==> src/rtl/baccarat_pkg.sv <==
// Shared types and scoring rules for the baccarat round sequencer.
// Holds the FSM state encoding, card/score value helpers and the banker third-card table.
package baccarat_pkg;

   typedef enum logic [3:0] {
      S_IDLE   = 4'd0,
      S_CLR    = 4'd1,
      S_P1     = 4'd2,
      S_D1     = 4'd3,
      S_P2     = 4'd4,
      S_D2     = 4'd5,
      S_EVAL   = 4'd6,
      S_P3     = 4'd7,
      S_BCHK   = 4'd8,
      S_D3     = 4'd9,
      S_RESULT = 4'd10,
      S_NEXT   = 4'd11,
      S_DONE   = 4'd12
   } state_t;

   localparam logic [3:0] NATURAL_MIN      = 4'd8;
   localparam logic [3:0] PLAYER_STAND_MIN = 4'd6;
   localparam logic [3:0] BANKER_STAND_MIN = 4'd6;

   // Face cards and tens count as zero; out-of-range ranks are treated the same way.
   function automatic logic [3:0] card_value(input logic [3:0] rank);
      logic [3:0] v;
      if ((rank >= 4'd1) && (rank <= 4'd9)) begin
         v = rank;
      end else begin
         v = 4'd0;
      end
      return v;
   endfunction

   function automatic logic [3:0] score_value(input logic [3:0] score);
      logic [3:0] v;
      if (score <= 4'd9) begin
         v = score;
      end else begin
         v = 4'd0;
      end
      return v;
   endfunction

   function automatic logic banker_draws(input logic [3:0] dscore, input logic [3:0] v);
      logic draw;
      case (dscore)
         4'd0, 4'd1, 4'd2: draw = 1'b1;
         4'd3:             draw = (v != 4'd8);
         4'd4:             draw = (v >= 4'd2) && (v <= 4'd7);
         4'd5:             draw = (v >= 4'd4) && (v <= 4'd7);
         4'd6:             draw = (v >= 4'd6) && (v <= 4'd7);
         default:          draw = 1'b0;
      endcase
      return draw;
   endfunction

endpackage

==> src/rtl/sat_counter.sv <==
// Saturating up-counter with synchronous reset and clear; clear wins over enable.
module sat_counter #(
   parameter int W = 4
) (
   input  logic         i_clk,
   input  logic         i_reset,
   input  logic         i_clear,
   input  logic         i_en,
   output logic [W-1:0] o_q
);

   localparam logic [W-1:0] MAX_Q = {W{1'b1}};

   logic [W-1:0] r_q;

   // count register, sticks at all-ones
   always_ff @(posedge i_clk) begin
      if (i_reset) begin
         r_q <= '0;
      end else if (i_clear) begin
         r_q <= '0;
      end else if (i_en && (r_q != MAX_Q)) begin
         r_q <= r_q + W'(1'b1);
      end else begin
         r_q <= r_q;
      end
   end

   assign o_q = r_q;

endmodule

==> src/rtl/baccarat_round_ctrl.sv <==
// Hand/session sequencer for the baccarat datapath: deals cards via one-cycle strobes,
// applies natural and third-card rules, latches winner lights and keeps saturating tallies.
module baccarat_round_ctrl
   import baccarat_pkg::*;
#(
   parameter int ROUNDS  = 8,
   parameter int TALLY_W = 4
) (
   input  logic                       i_slow_clock,
   input  logic                       i_reset,
   input  logic                       i_start,
   input  logic                       i_pause,
   input  logic [3:0]                 i_pscore,
   input  logic [3:0]                 i_dscore,
   input  logic [3:0]                 i_pcard3,
   output logic                       o_clear_hand,
   output logic                       o_load_pcard1,
   output logic                       o_load_pcard2,
   output logic                       o_load_pcard3,
   output logic                       o_load_dcard1,
   output logic                       o_load_dcard2,
   output logic                       o_load_dcard3,
   output logic                       o_player_win,
   output logic                       o_dealer_win,
   output logic                       o_busy,
   output logic                       o_done,
   output logic [$clog2(ROUNDS+1)-1:0] o_round_idx,
   output logic [TALLY_W-1:0]         o_pwins,
   output logic [TALLY_W-1:0]         o_dwins,
   output logic [TALLY_W-1:0]         o_ties
);

   localparam int               IDX_W    = $clog2(ROUNDS + 1);
   localparam logic [IDX_W-1:0] LAST_IDX = IDX_W'(ROUNDS);

   state_t           r_state;
   state_t           w_next;
   logic [3:0]       w_p;
   logic [3:0]       w_d;
   logic [3:0]       w_v;
   logic             w_run;
   logic             w_go;
   logic             w_result_exit;
   logic             w_next_exit;
   logic             w_strobe_en;
   logic [IDX_W-1:0] r_round_idx;
   logic [IDX_W-1:0] w_idx_inc;
   logic             r_player_win;
   logic             r_dealer_win;

   assign w_p           = score_value(i_pscore);
   assign w_d           = score_value(i_dscore);
   assign w_v           = card_value(i_pcard3);
   assign w_run         = !i_pause;
   assign w_go          = w_run && i_start && ((r_state == S_IDLE) || (r_state == S_DONE));
   assign w_result_exit = w_run && (r_state == S_RESULT);
   assign w_next_exit   = w_run && (r_state == S_NEXT);
   assign w_idx_inc     = r_round_idx + IDX_W'(1'b1);

   // state register; pause freezes the sequencer in place
   always_ff @(posedge i_slow_clock) begin
      if (i_reset) begin
         r_state <= S_IDLE;
      end else if (w_run) begin
         r_state <= w_next;
      end else begin
         r_state <= r_state;
      end
   end

   // next-state rules for dealing, drawing and session progress
   always_comb begin
      w_next = r_state;
      case (r_state)
         S_IDLE, S_DONE: begin
            if (i_start) begin
               w_next = S_CLR;
            end else begin
               w_next = r_state;
            end
         end
         S_CLR:  w_next = S_P1;
         S_P1:   w_next = S_D1;
         S_D1:   w_next = S_P2;
         S_P2:   w_next = S_D2;
         S_D2:   w_next = S_EVAL;
         S_EVAL: begin
            if ((w_p >= NATURAL_MIN) || (w_d >= NATURAL_MIN)) begin
               w_next = S_RESULT;
            end else if (w_p < PLAYER_STAND_MIN) begin
               w_next = S_P3;
            end else if (w_d < BANKER_STAND_MIN) begin
               w_next = S_D3;
            end else begin
               w_next = S_RESULT;
            end
         end
         S_P3:   w_next = S_BCHK;
         S_BCHK: begin
            if (banker_draws(w_d, w_v)) begin
               w_next = S_D3;
            end else begin
               w_next = S_RESULT;
            end
         end
         S_D3:     w_next = S_RESULT;
         S_RESULT: w_next = S_NEXT;
         S_NEXT: begin
            if (w_idx_inc == LAST_IDX) begin
               w_next = S_DONE;
            end else begin
               w_next = S_CLR;
            end
         end
         default: w_next = S_IDLE;
      endcase
   end

   // Moore strobe decode; a paused or resetting cycle never loads a card
   always_comb begin
      w_strobe_en   = w_run && !i_reset;
      o_clear_hand  = 1'b0;
      o_load_pcard1 = 1'b0;
      o_load_pcard2 = 1'b0;
      o_load_pcard3 = 1'b0;
      o_load_dcard1 = 1'b0;
      o_load_dcard2 = 1'b0;
      o_load_dcard3 = 1'b0;
      case (r_state)
         S_CLR:   o_clear_hand  = w_strobe_en;
         S_P1:    o_load_pcard1 = w_strobe_en;
         S_D1:    o_load_dcard1 = w_strobe_en;
         S_P2:    o_load_pcard2 = w_strobe_en;
         S_D2:    o_load_dcard2 = w_strobe_en;
         S_P3:    o_load_pcard3 = w_strobe_en;
         S_D3:    o_load_dcard3 = w_strobe_en;
         default: o_clear_hand  = 1'b0;
      endcase
      o_busy = (r_state != S_IDLE) && (r_state != S_DONE);
      o_done = (r_state == S_DONE);
   end

   // winner lights: both set on a tie, held until the next result or restart
   always_ff @(posedge i_slow_clock) begin
      if (i_reset) begin
         r_player_win <= 1'b0;
         r_dealer_win <= 1'b0;
      end else if (w_go) begin
         r_player_win <= 1'b0;
         r_dealer_win <= 1'b0;
      end else if (w_result_exit) begin
         r_player_win <= (w_p >= w_d);
         r_dealer_win <= (w_d >= w_p);
      end else begin
         r_player_win <= r_player_win;
         r_dealer_win <= r_dealer_win;
      end
   end

   // completed-hand counter for the session
   always_ff @(posedge i_slow_clock) begin
      if (i_reset) begin
         r_round_idx <= '0;
      end else if (w_go) begin
         r_round_idx <= '0;
      end else if (w_next_exit) begin
         r_round_idx <= w_idx_inc;
      end else begin
         r_round_idx <= r_round_idx;
      end
   end

   sat_counter #(.W(TALLY_W)) u_pwins (
      .i_clk   (i_slow_clock),
      .i_reset (i_reset),
      .i_clear (w_go),
      .i_en    (w_result_exit && (w_p > w_d)),
      .o_q     (o_pwins)
   );

   sat_counter #(.W(TALLY_W)) u_dwins (
      .i_clk   (i_slow_clock),
      .i_reset (i_reset),
      .i_clear (w_go),
      .i_en    (w_result_exit && (w_d > w_p)),
      .o_q     (o_dwins)
   );

   sat_counter #(.W(TALLY_W)) u_ties (
      .i_clk   (i_slow_clock),
      .i_reset (i_reset),
      .i_clear (w_go),
      .i_en    (w_result_exit && (w_p == w_d)),
      .o_q     (o_ties)
   );

   assign o_player_win = r_player_win;
   assign o_dealer_win = r_dealer_win;
   assign o_round_idx  = r_round_idx;

endmodule

==> config.mk <==
export PLATFORM = sky130hd
export DESIGN_NAME = baccarat_round_ctrl
export DESIGN_NICKNAME = d
export VERILOG_FILES = /design/src/rtl/baccarat_pkg.sv /design/src/rtl/sat_counter.sv /design/src/rtl/baccarat_round_ctrl.sv
export SDC_FILE = /design/constraint.sdc
export NUM_CORES = 1
export LEC_CHECK = 0
export CAP_MARGIN = 10
export CORE_MARGIN = 3
export CORE_UTILIZATION = 53
export DETAILED_ROUTE_END_ITERATION = 10
export GPL_TIMING_DRIVEN = 0
export PLACE_DENSITY = 0.84
export SETUP_SLACK_MARGIN = 0.2
export SLEW_MARGIN = 15
export SYNTH_ARGS = -nofsm -noshare
export SYNTH_HDL_FRONTEND = slang
export SYNTH_SLANG_ARGS = --single-unit
==> constraint.sdc <==
create_clock -name i_slow_clock -period 5.52 [get_ports i_slow_clock]
set_input_delay 1.38 -clock i_slow_clock [delete_from_list [all_inputs] [get_ports i_slow_clock]]
set_output_delay 1.38 -clock i_slow_clock [all_outputs]
set_load 0.005 [all_outputs]
# Word-level counts from Yosys, hierarchy flattened
# Cells that the tools add are included.
# W data, S select, Z words.
# totals
out_inout_bits,27
wordCells,100
inputBits,16
ff_bits,22
# op_classes
n_lt_le_gt_ge,16
bitwise_logic,1
n_eq_ne,26
muxes,19
n_reduce_logical,27
addsub,4
# op_table
operator,n
$pmux W4 S12,1
$eq A4 B3 Y1 const B,7
$mux W4,7
$eq A4 B4 Y1 const B,6
$ne A4 B4 Y1 const B,5
$add A4 B1 Y4 const B,4
$eq A4 B2 Y1 const B,4
$logic_and A1 B1 Y1,16
$le A4 B4 Y1 const B,3
$eq A4 B1 Y1 const B,2
$ge A4 B3 Y1 const B,2
$ge A4 B4 Y1,2
$ge A4 B4 Y1 const B,2
$gt A4 B4 Y1,2
$logic_not A4 Y1,2
$lt A4 B3 Y1 const B,2
$mux W1,8
$pmux W1 S5,1
$eq A4 B4 Y1,1
$ge A4 B1 Y1 const B,1
$ge A4 B2 Y1 const B,1
$le A4 B3 Y1 const B,1
$mux W2,2
$reduce_bool A4 Y1,1
other kinds (7),10

# Longest topological paths before layout
# Gate-level depths: netlist of run 1.
# logic_depth
depth_word,9
depth_mapped,8
mapped_depth_nobuf,8

# Modules after synthesis
# Synthesis of run 1 repeated with hierarchy kept, for this count alone.
# hier_totals
hier_cells,205
area_unflattened_um2,1541.5
# modules_own_cells
mod,area_per_inst_um2,seq_area_each_um2,instances,cells_per_inst
baccarat_round_ctrl,974.7,200.2,1,139
sat_counter,188.9,80.1,3,22

# Worst setup path before layout of run 1
# Ideal clock, no wire load.
# synth_path
kind,input port to output port
start,input i_pause
end,output o_load_pcard1
t_required_ns,4.140
path_buffers,1
t_arrival_ns,2.169
stages,3
path_slack_ns,1.971
path_cell_list,clkbuf_1 or3_1 nor3_1
# synth_via
elab_chain_cells,3
# synth_lines
item,line,source
start: declaration,baccarat_round_ctrl.sv:12,"input logic i_pause,"
$logic_not A1 Y1,baccarat_round_ctrl.sv:54,assign w_run = !i_pause;
$logic_and A1 B1 Y1,baccarat_round_ctrl.sv:121,w_strobe_en = w_run && !i_reset;
$mux W1,baccarat_round_ctrl.sv:129,case (r_state)
end: declaration,baccarat_round_ctrl.sv:17,"output logic o_load_pcard1,"
# No other way between the ends.

# Worst setup path in the final report of run 1
# Ends and elaborated chain as after synthesis.

==> metrics, run 1 <==
run status=finished clean; # diodes=0; total track usage=0.209; Final GP Congestion=0.862; Max IR drop VDD=0.119 mV; Routed Antenna Nets=0; CTS sink count=22; DP HPWL=3.08 mm; register area share after synthesis=0.263; Worst Skew=0.00522 ns; Gates resized, CTS repair=0; Slew headroom=0.574; Worst-Skew Late Latency=0.31 ns; DRC Markers=0; Setup TNS Final=0 ns; drt first-iter violations=130; Post-Syn Instances=206; setup bufs post-CTS=0; worst hold path type=reg2reg; area grow syn2layout=29.0%; Syn. warnings=0; Final Critical Period=4.74 ns; TritonCTS clock tree=built; Post-Syn Area=1680 µm²; ys flop type=dfxtp_1; fmax=211 MHz; core area=2880 µm²; via count=1697; Max-cap violations=0; Row Count=19; async set-or-reset flop fraction in the synthesized netlist=0; clock tree buffer depth=2; drt wl/cell=13.8 µm; Pwr Total=304 µW; Die Area=3870 µm²; flop and latch count out of synthesis=22; CP startpoint kind=input pin; H-Tree Level Count=1; Final Cycle Share=0.858; most common cell after layout, fill and taps aside=clkdlybuf4s50_1; layout cell share with drive strength beyond 1=0.0960; CP Max Fanout=10; CP Class=in2out; Die Wd=62.2 µm; Final Setup Violations=0; WP data arrival=3.36 ns; global route overflow=0; final net count=277; total CTS buffers=3; endpoints failing hold=0; Pwr Density=141 nW/µm²; vias in the first global route=1483; Root Driver=clkbuf_4; Finished Layout Cells=292; die height=62.2 µm; first-pass GRT wire length=6.80 mm; most frequent cells in the layout=clkdlybuf4s50_1 (41), dfxtp_1 (22), nand2_1 (17), nor2_1 (16), nand2b_1 (13); Lkg Pwr=0.771 nW; Boundary Pins=43; Routed WL=4.02 mm; Post-synth EDFFs=0; initial antenna violation count=0; placed insts=289; Initial Utilization=0.583; Mapped Avg Cell Area=8.14 µm²; Worst Max-Slew Pin Slew=0.639 ns; Slew Viols, Final=0; synth unique cells=55; CP Capture Type=output port; pin count of the biggest net entering global routing=12; Post-Syn Nets=231; drt first pass iters=4; port bufs=41; Via-to-Cell Ratio=5.81; Clock Pin Slew Worst Setup and Hold Paths=0.11 ns; Worst Path Required=4.14 ns; hold_buf cts=0; RSZ-0062 raised after global routing=no
layout make-up:
class	instances	area [µm²]
plain buffers	10	56.3
flip-flops and latches	22	440
inverters	8	30.0
repair buffers	41	410
fillers	248	714
well taps	42	52.6
clock buffers	3	22.5
multi-input cells	166	1150
registers in the layout (all words and copies together) (netlist names):
name and cells:
o_dealer_win 1, o_player_win 1, o_round_idx 4, r_state 4
u_dwins.o_q 4, u_pwins.o_q 4, u_ties.o_q 4
path summary, 6_finish.rpt:
| check | endpoint | start | slack (ns) | cells after the start |
|---|---|---|---|---|
| worst max-delay path | o_load_pcard1 | i_pause | 0.78 | 5 |
| worst min register to register | u_dwins.o_q[1] | u_dwins.o_q[1] | 0.50 | 2 |
| worst min-delay path | u_dwins.o_q[1] | u_dwins.o_q[1] | 0.50 | 2 |
| worst max register to register | r_state[1] | r_state[1] | 3.81 | 5 |
cell usage after synthesis (2+ instances only):
| cell | number | area [µm²] |
|---|---|---|
| ha_1 | 9 | 113 |
| o22ai_1 | 2 | 12.5 |
| or3b_2 | 2 | 17.5 |
| nor4_1 | 2 | 12.5 |
| and3_1 | 4 | 25.0 |
| a31oi_1 | 3 | 18.8 |
| mux2i_1 | 5 | 50.1 |
| nand3_1 | 7 | 35.0 |
| nand2_1 | 17 | 63.8 |
| o21a_1 | 2 | 15.0 |
| a22o_1 | 2 | 17.5 |
| dfxtp_1 | 22 | 440 |
| nor2b_1 | 5 | 31.3 |
| nand2b_1 | 13 | 81.3 |
| or3_1 | 3 | 18.8 |
| o31ai_1 | 3 | 22.5 |
| nor3_1 | 8 | 40.0 |
| a21oi_1 | 9 | 45.0 |
| xor2_1 | 3 | 26.3 |
| nor2_1 | 16 | 60.1 |
| a211oi_1 | 2 | 15.0 |
| o211ai_1 | 5 | 37.5 |
| nand4_1 | 3 | 18.8 |
| o21ai_0 | 11 | 55.1 |
| buf_6 | 2 | 22.5 |
| xnor2_1 | 3 | 26.3 |
| buf_2 | 3 | 15.0 |
| nand2b_4 | 2 | 27.5 |
| nand4b_1 | 2 | 17.5 |
| inv_1 | 8 | 30.0 |
| clkbuf_1 | 4 | 15.0 |
worst max-delay path, cell delays in order:
cell and delay [ns]:
clkdlybuf4s50_1 0.54, clkbuf_1 0.31, or3_1 0.43, nor3_1 0.17
clkdlybuf4s50_1 0.52
power by group:
| group | internal, mW | leakage (nW) | switching, mW | total (mW) |
|---|---|---|---|---|
| registers | 0.160 | 0.177 | 0.00102 | 0.161 |
| logic | 0.0307 | 0.580 | 0.0393 | 0.0700 |
| clock network | 0.0255 | 0.0138 | 0.0479 | 0.0733 |
cell families after synthesis:
family | count (synthesis) | share of synthesized area
AND/OR/NAND/NOR | 94 | 0.337
buffers and inverters | 18 | 0.0515
multiplexers | 5 | 0.0299
XOR/XNOR | 6 | 0.0313
adder cells (fa/ha/maj) | 9 | 0.0672
flip-flops | 22 | 0.263
AO/OA/AOI/OAI | 52 | 0.221
stage by stage:
step                      cell area (µm²)  hold slack (ns)   util  worst slack (ns)
after global routing                 2160            0.531  0.752             0.703
after global placement               2140            0.485  0.744             0.801
after detailed placement             2140            0.491  0.744             0.815
after floorplan                      1680            0.475      -              1.97
final                                2160            0.504  0.752             0.784
after CTS                            2160            0.509  0.752             0.800
routing by layer:
layer,up-vias,routed length (µm),track usage
met1,783,1960,0.293
met4,0,36,0.0414
met2,59,1790,0.327
met5,-,0,0
met3,4,235,0.0486
li1,851,-,-
Power figures use the tool's default switching activity.
==> run 2: changes to the inputs <==
- clock period: 5.52 -> 6.1 ns (I/O delays scaled with it)
==> results of run 2 <==
The final DEF is identical to that of run 1. Status: finished clean.
Main changes from that run: setup slack after placement 0.815 ns -> 1.10 ns; setup slack after layout 0.784 ns -> 1.07 ns; register-to-register setup slack 3.81 ns -> 4.39 ns; total power 0.304 mW -> 0.275 mW; worst IR drop on VDD 0.119 mV -> 0.107 mV
